### src/rtl/axi_rd_arb.sv
// ---------------------------------------------------------------------------
// axi_rd_arb
// Two-requester AXI read-channel arbiter sharing a single slave. One burst is
// outstanding at the slave at a time: IDLE picks an owner, ADDR forwards the
// owner's AR request, DATA routes R beats back to the owner until m_rlast.
//
// Ports
//   clk, rst                : clock, synchronous active-high reset
//   sN_ar*  (N=0,1)         : requester AR channel (araddr/arlen/arsize/arburst/arvalid in, arready out)
//   sN_r*   (N=0,1)         : requester R channel (rdata/rvalid/rlast out, rready in)
//   m_ar*                   : shared slave AR channel (payload/arvalid out, arready in)
//   m_r*                    : shared slave R channel (rdata/rvalid/rlast in, rready out)
//   grant                   : index of current owner, meaningful outside IDLE
//   len_err                 : one-cycle pulse on a burst-length mismatch
//
// Configuration
//   AXI_RD_ARB_FIXED_PRIO_EN : when defined, requester 0 always wins contention
//                              and no round-robin pointer is kept.
// ---------------------------------------------------------------------------
module axi_rd_arb #(
  parameter int unsigned ADDR_W = 32,
  parameter int unsigned DATA_W = 32
) (
  input  logic              clk,
  input  logic              rst,
  // requester 0
  input  logic [ADDR_W-1:0] s0_araddr,
  input  logic [3:0]        s0_arlen,
  input  logic [2:0]        s0_arsize,
  input  logic [1:0]        s0_arburst,
  input  logic              s0_arvalid,
  output logic              s0_arready,
  output logic [DATA_W-1:0] s0_rdata,
  output logic              s0_rvalid,
  output logic              s0_rlast,
  input  logic              s0_rready,
  // requester 1
  input  logic [ADDR_W-1:0] s1_araddr,
  input  logic [3:0]        s1_arlen,
  input  logic [2:0]        s1_arsize,
  input  logic [1:0]        s1_arburst,
  input  logic              s1_arvalid,
  output logic              s1_arready,
  output logic [DATA_W-1:0] s1_rdata,
  output logic              s1_rvalid,
  output logic              s1_rlast,
  input  logic              s1_rready,
  // shared slave
  output logic [ADDR_W-1:0] m_araddr,
  output logic [3:0]        m_arlen,
  output logic [2:0]        m_arsize,
  output logic [1:0]        m_arburst,
  output logic              m_arvalid,
  input  logic              m_arready,
  input  logic [DATA_W-1:0] m_rdata,
  input  logic              m_rvalid,
  input  logic              m_rlast,
  output logic              m_rready,
  // status
  output logic              grant,
  output logic              len_err
);

  localparam int unsigned LEN_W = 4;

  typedef enum logic [1:0] {
    ST_IDLE = 2'd0,
    ST_ADDR = 2'd1,
    ST_DATA = 2'd2
  } state_e;

  state_e           state_q, state_d;
  logic             grant_q, grant_d;
  logic [LEN_W-1:0] cnt_q, cnt_d;
  logic [LEN_W-1:0] len_q, len_d;
  logic             len_err_q, len_err_d;

  logic             any_req_c;
  logic             win_c;
  logic             r_hs_c;
  logic [LEN_W-1:0] g_arlen_c;

  assign any_req_c = s0_arvalid | s1_arvalid;
  assign g_arlen_c = grant_q ? s1_arlen : s0_arlen;
  assign r_hs_c    = (state_q == ST_DATA) & m_rvalid & m_rready;

`ifdef AXI_RD_ARB_FIXED_PRIO_EN
  // Requester 0 wins whenever it asks.
  assign win_c = ~s0_arvalid;
`else
  logic last_q, last_d;

  // A lone requester wins; under contention the one not granted last wins.
  always_comb begin
    win_c = ~s0_arvalid;
    if (s0_arvalid && s1_arvalid) begin
      win_c = ~last_q;
    end
  end

  // Pointer follows every grant decision made in IDLE.
  always_comb begin
    last_d = last_q;
    if ((state_q == ST_IDLE) && any_req_c) begin
      last_d = win_c;
    end
  end

  // Reset value 1 lets requester 0 win the first contention.
  always_ff @(posedge clk) begin
    if (rst) begin
      last_q <= 1'b1;
    end else begin
      last_q <= last_d;
    end
  end
`endif

  // State and burst bookkeeping registers.
  always_ff @(posedge clk) begin
    if (rst) begin
      state_q   <= ST_IDLE;
      grant_q   <= 1'b0;
      cnt_q     <= '0;
      len_q     <= '0;
      len_err_q <= 1'b0;
    end else begin
      state_q   <= state_d;
      grant_q   <= grant_d;
      cnt_q     <= cnt_d;
      len_q     <= len_d;
      len_err_q <= len_err_d;
    end
  end

  // Next-state logic.
  always_comb begin
    state_d   = state_q;
    grant_d   = grant_q;
    cnt_d     = cnt_q;
    len_d     = len_q;
    len_err_d = 1'b0;
    case (state_q)
      ST_IDLE: begin
        if (any_req_c) begin
          grant_d = win_c;
          state_d = ST_ADDR;
        end
      end
      ST_ADDR: begin
        if (m_arready) begin
          len_d   = g_arlen_c;
          cnt_d   = '0;
          state_d = ST_DATA;
        end
      end
      ST_DATA: begin
        if (r_hs_c) begin
          cnt_d     = cnt_q + LEN_W'(1);
          // Flag rlast arriving early/late versus the latched arlen; only
          // rlast terminates the burst regardless.
          len_err_d = m_rlast ^ (cnt_q == len_q);
          if (m_rlast) begin
            state_d = ST_IDLE;
          end
        end
      end
      default: begin
        state_d = ST_IDLE;
      end
    endcase
  end

  // Channel routing; everything not owned in the current state reads as 0.
  always_comb begin
    m_araddr   = grant_q ? s1_araddr  : s0_araddr;
    m_arlen    = grant_q ? s1_arlen   : s0_arlen;
    m_arsize   = grant_q ? s1_arsize  : s0_arsize;
    m_arburst  = grant_q ? s1_arburst : s0_arburst;
    m_arvalid  = (state_q == ST_ADDR);
    m_rready   = 1'b0;
    s0_arready = 1'b0;
    s1_arready = 1'b0;
    s0_rvalid  = 1'b0;
    s0_rlast   = 1'b0;
    s0_rdata   = '0;
    s1_rvalid  = 1'b0;
    s1_rlast   = 1'b0;
    s1_rdata   = '0;
    if (state_q == ST_ADDR) begin
      if (grant_q) begin
        s1_arready = m_arready;
      end else begin
        s0_arready = m_arready;
      end
    end
    if (state_q == ST_DATA) begin
      if (grant_q) begin
        m_rready  = s1_rready;
        s1_rvalid = m_rvalid;
        s1_rlast  = m_rlast;
        s1_rdata  = m_rdata;
      end else begin
        m_rready  = s0_rready;
        s0_rvalid = m_rvalid;
        s0_rlast  = m_rlast;
        s0_rdata  = m_rdata;
      end
    end
  end

  assign grant   = grant_q;
  assign len_err = len_err_q;

endmodule

### config.mk
export PLATFORM = sky130hd
export DESIGN_NAME = axi_rd_arb
export DESIGN_NICKNAME = d
export VERILOG_FILES = /design/src/rtl/axi_rd_arb.sv
export SDC_FILE = /design/constraint.sdc
export NUM_CORES = 1
export LEC_CHECK = 0
export CAP_MARGIN = 20
export CORE_ASPECT_RATIO = 0.7
export CORE_MARGIN = 4
export CORE_UTILIZATION = 22
export CTS_CLUSTER_DIAMETER = 100
export DETAILED_ROUTE_END_ITERATION = 16
export GPL_TIMING_DRIVEN = 0
export PLACE_DENSITY = 0.89
export SLEW_MARGIN = 20
export SYNTH_ARGS = -nofsm -noshare
export SYNTH_HDL_FRONTEND = slang
export SYNTH_SLANG_ARGS = --single-unit
### constraint.sdc
create_clock -name clk -period 1.7 [get_ports clk]
set_clock_uncertainty 0.1 [all_clocks]
set_input_delay 0.51 -clock clk [delete_from_list [all_inputs] [get_ports clk]]
set_output_delay 0.51 -clock clk [all_outputs]
set_load 0.03 [all_outputs]
==> results.ini <==
[run_status]
outcome=finished with violations
violations=negative setup slack

[finish]
drive_above_1_share_pct=63.69
fill_cells=460
syn_to_final_growth_pct=240.8
finalNetCount=618
seqCellArea_um2=266.5
multiInputGateArea_um2=1778
diodes=0

[grt]
grt_max_degree=11
grt_pass1_wl_um=16020
overflow=0
grt_usage_pct=22.61
grt_pass1_vias=2845
antenna_found_initial=0

[placed_design]
hpwlAfterDp_um=8008
portBuffers=237
gp_congestion=0.8691

[critical_path]
critPathMaxStageDelay_ps=330
critPathKind=reg -> out
reg2reg_depth=8
required_ps=1090
cp-end-kind=output port
cpMostUsedCell=buf_8
slowest_stage=dfxtp_2
worstSetupStartpointType=register
path_cells=buf_8 > and2b_2 > buf_8 > clkbuf_8 > and3_4 > buf_6
reg2reg_to=cnt_q[3]$_SDFFE_PP0P_
r2r_start=grant$_SDFFE_PP0P_
critical_path_arrival_ps=1510
r2r_slack_ps=-330
critPathMaxFanout=7

[timing]
post-route-period-util_pct=124.9
maxSlewViolCount=0
slew_headroom_pct=62.58
hold_viol_final=0
tightest_slew_ps=561.3
fin_crit_ps=2123
setup_slack_ps=-422.9
rsz0062_at_grt=true
holdWs_ps=404.7
tns_ps=-43150
setup_viol=118
max_freq_mhz=471.0

[synth]
synth_common_cells=42 x mux2_2, 35 x and2_1, 34 x and3_1
avgSynthCellArea_um2=8.136
synth_fp_nets=327
ys_warn_count=0
synth_top_area_share_pct=28.64
synth_cells=203
synth_seq_cells=13
synth.cell_area_um2=1652
ys.flop_type=dfxtp_1
synth-seq-area-share_pct=15.76
ys_types=36
synthTopCellsByArea=mux2_2 29%, dfxtp_1 16%, and2_1 13%
synth_top_area_cell=mux2_2
post-synth-top-count-cell=mux2_2
synthArstFlopShare_pct=0
synth_edf_count=0

[pwr]
share_seq_of_total_power_pct=14.7
powerDensity_nw_per_um2=411.2
p_comb_share_pct=72.7
p_clk_share_pct=12.6
ir_worst_vdd_uv=606.2
switchingPower_mw=0.8458
p_sw_share_pct=36.55
power_leakage_nw=2.568
internal_power_mw=1.469

[clocking]
ctsHoldBuffers=0
clk_latency_ps=250
cts.sinks=13
clock_path_buffers=2
cts_tree=done
clk_pin_slew_worst_paths_ps=60
clock-root-buffer=clkbuf_8
cts.htree.levels=1
cts_buffers=3

[floorplanning]
die_area_um2=8979
start_util_pct=22.66
die_h_um=80.49
num_rows=26
io_pins=238
core_area_um2=7287
chipWidth_um=111.6

[routing]
vias=2821
drt_first_pass_iters=4
finalWirelength_um=11690
drt_iter0_markers=122
drtAntennaViolNets=0
wl_per_cell_um=19.78
remaining_drc_errors=0
viasPerCell=4.773

[min_path]
hold_path_depth=1
hold_path_end=last_q$_SDFFE_PP1P_
holdCritStartpoint=last_q$_SDFFE_PP1P_
hold_path_class=reg -> reg

[job]
cap_violations=0

## cells by family (layout without fill, tap and decap cells)
| family | count (synthesis) | after routing | synth area share (%) |
|---|---|---|---|
| multiplexers | 45 | 45 | 30.68 |
| buffers and inverters | 20 | 309 | 5.833 |
| XOR/XNOR | 4 | 4 | 2.121 |
| flip-flops | 13 | 13 | 15.76 |
| adder cells (fa/ha/maj) | 1 | 1 | 0.7575 |
| AO/OA/AOI/OAI | 11 | 11 | 4.849 |
| AND/OR/NAND/NOR | 109 | 110 | 40.00 |
## stage by stage
stage               instances  util, %  cell area, um^2  power [mW]  setup slack [ps]
floorplan                 203        -             2121       1.024            -82.89
global placement          538    63.34             4616       1.615             -1164
detailed placement        538    63.34             4616       1.635             -1159
CTS                       566    71.89             5239       2.149            -447.8
global route              591    77.23             5628       2.405            -466.0
finish                    591    77.23             5628       2.314            -422.9
## worst max path at each step
stage | startpoint | endpoint | slack [ps]
6_report | state_q[1]$_SDFFE_PP0P_ | s1_rdata[5] | -420
5_1_grt | state_q[1]$_SDFFE_PP0P_ | s1_rdata[4] | -470
4_1_cts | state_q[0]$_SDFFE_PP0P_ | s0_rdata[27] | -450
3_5_place_dp | m_arready | s1_arready | -1160
3_3_place_gp | m_arready | s1_arready | -1160
2_1_floorplan | grant$_SDFFE_PP0P_ | m_araddr[11] | -80
## area by class of cell
class | count | area share (%)
Sequential cell | 13 | 4.735
Buffer | 19 | 6.025
Timing Repair Buffer | 286 | 54.67
Tap cell | 98 | 2.179
Clock buffer | 4 | 0.8004
Multi-Input combinational cell | 171 | 31.59
## state kept, by name, indices dropped and copies added (netlist names)
register	flops
cnt_q	4
len_q	4
state_q	2
grant	1
last_q	1
len_err	1
## worst max-delay path: cells and delay by family, from the launching register on
family | cells | cell delay (ps)
buffers and inverters | 4 | 550
and+or+nand+nor | 2 | 380
DFF | 1 | 330
## what timing repair did
| item | CTS | global route |
|---|---|---|
| gates resized for setup | 854 | 57 |
| hold endpoints to repair | 0 | 0 |
| pin swaps | 35 | 29 |
| cloned | 8 | 6 |
| buffers inserted | 17 | 24 |
| endpoints found under the setup margin | 119 | 117 |
## power by group through the flow
stage	Combinational (mW)	Clock (mW)	Sequential, mW
2_1_floorplan	0.682	0	0.343
3_3_place_gp	1.27	0	0.340
3_5_place_dp	1.29	0	0.341
4_1_cts	1.52	0.290	0.340
5_1_grt	1.75	0.309	0.342
6_report	1.68	0.292	0.340
## per-layer routing
layer,vias up,GRT usage [%],wire length (um)
met1,1354,25.47,4500
li1,1314,-,-
met5,-,0,0
met2,145,43.26,6329
met4,0,4.374,84
met3,8,6.024,776
## cells in the final DEF (no fill, tap or decap), types with 3 or more instances in the layout
cell type          n
and2_4            35
and3_2             3
and3_4            31
buf_12             6
buf_4             15
buf_6            136
buf_8             13
clkbuf_16          7
clkbuf_8           5
clkdlybuf4s50_1  106
dfxtp_1           10
dlygate4sd2_1     15
mux2_4            41
nand3b_1           4
nor2_1            10
nor2_4             3
nor3_1             5
o211ai_1           3
xor2_1             4
(Power assumes the default switching activity.)
